### src/rtl/logic_unit.sv
// logic_unit: pipelined eight-op bitwise unit with elastic valid/ready stages.
// Optional zero flag (port z and per-stage zero bits) is enabled by defining LOGIC_UNIT_ZERO_FLAG_EN.
module logic_unit #(
    parameter int WIDTH  = 32,
    parameter int STAGES = 2
) (
    input  logic             clk,
    input  logic             rst_n,
    input  logic             in_valid,
    output logic             in_ready,
    input  logic [2:0]       op,
    input  logic [0:WIDTH-1] a,
    input  logic [0:WIDTH-1] b,
    output logic             out_valid,
    input  logic             out_ready,
`ifdef LOGIC_UNIT_ZERO_FLAG_EN
    output logic             z,
`endif
    output logic [0:WIDTH-1] y
);
    logic [0:WIDTH-1]  res;
    logic [STAGES-1:0] v_q, v_d, rdy;
    logic [0:WIDTH-1]  d_q [STAGES];
    logic [0:WIDTH-1]  d_d [STAGES];
`ifdef LOGIC_UNIT_ZERO_FLAG_EN
    logic [STAGES-1:0] z_q, z_d;
`endif

    // Selected logical operation on the incoming operands.
    always_comb begin
        case (op)
            3'b000:  res = a & b;
            3'b001:  res = a | b;
            3'b010:  res = a ^ b;
            3'b011:  res = a & ~b;
            3'b100:  res = a | ~b;
            3'b101:  res = ~(a & b);
            3'b110:  res = ~(a | b);
            default: res = ~(a ^ b);
        endcase
    end

    // A stage can take a beat unless it and every later stage are full while the output stalls.
    always_comb begin
        for (int i = 0; i < STAGES; i++)
            rdy[i] = out_ready || !(&(v_q | STAGES'((1 << i) - 1)));
    end

    // Advance every stage that can take a beat; a stage with no incoming beat empties and clears.
    always_comb begin
        v_d = v_q;
        d_d = d_q;
`ifdef LOGIC_UNIT_ZERO_FLAG_EN
        z_d = z_q;
`endif
        if (rdy[0]) begin
            v_d[0] = in_valid;
            d_d[0] = in_valid ? res : '0;
`ifdef LOGIC_UNIT_ZERO_FLAG_EN
            z_d[0] = in_valid && (res == '0);
`endif
        end
        for (int i = 1; i < STAGES; i++) begin
            if (rdy[i]) begin
                v_d[i] = v_q[i-1];
                d_d[i] = v_q[i-1] ? d_q[i-1] : '0;
`ifdef LOGIC_UNIT_ZERO_FLAG_EN
                z_d[i] = v_q[i-1] && z_q[i-1];
`endif
            end
        end
    end

    // Pipeline registers; reset discards every in-flight beat immediately.
    always_ff @(posedge clk or negedge rst_n) begin
        if (!rst_n) begin
            v_q <= '0;
            for (int i = 0; i < STAGES; i++)
                d_q[i] <= '0;
`ifdef LOGIC_UNIT_ZERO_FLAG_EN
            z_q <= '0;
`endif
        end else begin
            v_q <= v_d;
            d_q <= d_d;
`ifdef LOGIC_UNIT_ZERO_FLAG_EN
            z_q <= z_d;
`endif
        end
    end

    assign in_ready  = rdy[0];
    assign out_valid = v_q[STAGES-1];
    assign y         = d_q[STAGES-1];
`ifdef LOGIC_UNIT_ZERO_FLAG_EN
    assign z         = z_q[STAGES-1];
`endif

endmodule
### config.mk
export PLATFORM = sky130hd
export DESIGN_NAME = logic_unit
export DESIGN_NICKNAME = d
export VERILOG_FILES = /design/src/rtl/logic_unit.sv
export SDC_FILE = /design/constraint.sdc
export NUM_CORES = 1
export LEC_CHECK = 0
export ABC_AREA = 1
export CORE_AREA = 2 2 113 115
export DETAILED_ROUTE_END_ITERATION = 12
export DIE_AREA = 0 0 115 117
export PLACE_DENSITY = 0.86
export RECOVER_POWER = 25
export SLEW_MARGIN = 0
export SYNTH_ARGS = -nofsm -noshare
export SYNTH_HDL_FRONTEND = slang
export SYNTH_SLANG_ARGS = --single-unit
### constraint.sdc
create_clock -name clk -period 3.53 [get_ports clk]
set_input_delay 0.353 -clock clk [delete_from_list [all_inputs] [get_ports clk]]
set_output_delay 0.353 -clock clk [all_outputs]
set_load 0.01 [all_outputs]
==> reports/qor.txt <==
fin crit period - 2.08 ns
IO Port Bufs - 104
htree depth - 3
largest net degree at the start of global routing - 79
Die Wd - 115 um
area leader, netlist - dfrtp_1
crit path kind - in -> reg
reg2reg start - v_q[1]
clk_skew - 0.00413 ns
Net Count, Synth - 1,284
Worst R2R Setup Slack - 1.72 ns
cts hold-fix bufs - 0
first-pass GRT wire length - 28,500 um
fraction of synthesis flops using an asynchronous set or reset pin - 100%
Area Overhead vs Synth - 14.1%
latest clock arrival within the worst-skew pair - 0.33 ns
worst-case reg-to-reg path depth - 8
Required @ worst endpoint - 3.80 ns
sw frac - 30.9%
clock transition at the registers of the reported paths - 0.05 ns
max_cap viols - 0
Post-CTS Resized - 0
global route overflow - 0
core area - 12,300 um^2
row count - 41
flops & latches, synth - 66
period utilization - 58.9%
maximum VDD drop - 0.000208 V
CP dominant cell by count - nand2_1
Final HPWL DP - 11,400 um
worst-path maximum fanout - 16
Clock Power Share - 36.6%
Die Area - 13,500 um^2
Final ANT Viol Nets - 0
routed len/inst - 13.4 um
vias in the first global route - 6,121
internal power consumption - 0.00181 W
number of flops mapped to enable cells by yosys - 0
I/O pin cnt - 105
most instantiated cells after synthesis - nand2_1 (292), inv_1 (135), ha_1 (128)
Syn Area/Cell - 6.70 um^2
CTS Root Cell - clkbuf_16
gr usage total - 25.9%
slew margin rel. - 16.0%
Detailed Route Iter0 Violations - 685
Cells after Synth - 1,085
reg2reg end - d_q[52]
crit-path cells - clkdlybuf4s50_1, nand2_1, inv_1, buf_4, o21ai_0, nand2_1, nor2_1, nand2_1, nand2_1, nand2_1
Pleak - 4.60 nW
distinct cell type count after synthesis - 21
final hold violation count - 0
startpoint types - input pin
max-slew violation count - 0
DRT Pass-1 Iters - 5
PwrDens - 316 nW/um^2
share of the synthesized area in the top cell type - 22.7%
sequential fraction of the synthesis area - 22.7%
Worst path slowest cell - clkdlybuf4s50_1
number of setup buffers added after CTS - 0
mapped cell area - 7270 um^2
Via-to-Cell Ratio - 5.37
final setup fails - 0
CTS Sinks - 66
TritonCTS Buffers - 9
Sequential Power Share - 34.5%
initial antenna violation count - 0
hold crit path type - in -> async
die height - 117 um
crit-path max cell delay - 0.67 ns
Worst Tran Pin Value - 1.26 ns
Area contributors post-synth - dfrtp_1 (23%), ha_1 (22%), nand2_1 (15%), inv_1 (7.0%), nand3_1 (6.5%)
yosys warns - 0
combinational share of power - 28.9%
nets@finish - 1,310
NetSw - 0.000811 W
share of layout cells above drive strength 1 - 3.32%
unrepaired setup endpoints after global routing - false
Worst Setup End Kind - register
diode count - 0
Residual DRC - 0
crit path DAT - 2.34 ns
most common cell in the netlist - nand2_1
final wirelength - 17,000 um
outcome - complete, no violations
Placer Congestion - 0.859
Max Freq - 481 MHz
Core Util, Final - 67.4%
clock buffer depth - 2
number of vias in the routed layout - 6,793
post-route setup TNS - 0 ns
Primary FF master, synth - dfrtp_1
initial core utilization - 59.1%
CTS tree - done
-- placed cells by master (no fill, tap or decap), drive strengths merged --
cell type,count
clkdlybuf4s50,101
a21oi,32
or2,1
nand3,95
nand3b,1
nor2,98
dfrtp,66
clkbuf,15
bufinv,2
buf,15
o21a,3
o21ai,60
nand4,68
ha,128
inv,137
nand2,293
-- metrics by stage --
step                cell area [um^2]  setup WS (ns)  hold WS, ns  power (W)  cells
detailed placement              7980           1.17        0.357    0.00166   1250
finish                          8300           1.45        0.278    0.00262   1265
global placement                7980           1.26        0.356    0.00165   1250
floorplan                       7270           2.23       0.0574    0.00141   1085
CTS                             8300           1.47       0.0109    0.00263   1265
global route                    8300           1.13        0.377    0.00277   1265
-- how the worst max path moves through the flow --
| stage | start | to | slack, ns | depth (start not counted) |
|---|---|---|---|---|
| detailed placement | op[0] | d_q[37] | 1.17 | 10 |
| global placement | op[0] | d_q[43] | 1.26 | 10 |
| finish | op[0] | d_q[62] | 1.45 | 10 |
| global route | rst_n | d_q[43] | 1.13 | 2 |
| CTS | op[0] | d_q[62] | 1.47 | 10 |
| floorplan | op[0] | d_q[39] | 2.23 | 10 |
-- flip-flops by register name (all words and copies together), names as in the netlist --
name and cells:
y 32, d_q 32, v_q 2
-- metal layers --
metal | GRT usage (%) | wire (um) | up-vias
li1 | - | - | 3460
met1 | 37.3 | 7800 | 3019
met2 | 41.1 | 7670 | 287
met3 | 3.30 | 1300 | 27
met4 | 7.15 | 222 | 0
met5 | 0 | 0 | -
-- power groups by stage --
stage / sequential, W / clock [W] / combinational, W
2_1_floorplan: 0.000892 / 0 / 0.000515
3_3_place_gp: 0.000912 / 0 / 0.000738
3_5_place_dp: 0.000914 / 0 / 0.000750
4_1_cts: 0.000901 / 0.000970 / 0.000756
5_1_grt: 0.000913 / 0.00101 / 0.000856
6_report: 0.000904 / 0.000960 / 0.000758
-- critical path, delay by kind of cell --
kind	cells	cell delay [ns]
buf+inv	3	1.40
compound gates	1	0.13
simple gates	6	0.47
-- cell type report --
cell class                 count  area, um^2
sequential                    66        1650
fill                        1077        4010
inverter                     137         514
clock buffer                  13         260
timing repair buffer         118        1130
multi-input combinational    779        4500
clock inverter                 2        60.1
tap                          150         188
-- kinds of logic (layout without fill, tap and decap cells) --
family	after synthesis	count (layout)	synth area share [%]
AO/OA/AOI/OAI	95	95	6.64
buffers and inverters	240	270	15.5
AND/OR/NAND/NOR	556	556	33.1
flip-flops	66	66	22.7
adder cells (fa/ha/maj)	128	128	22.0
(Power assumes the default switching activity.)
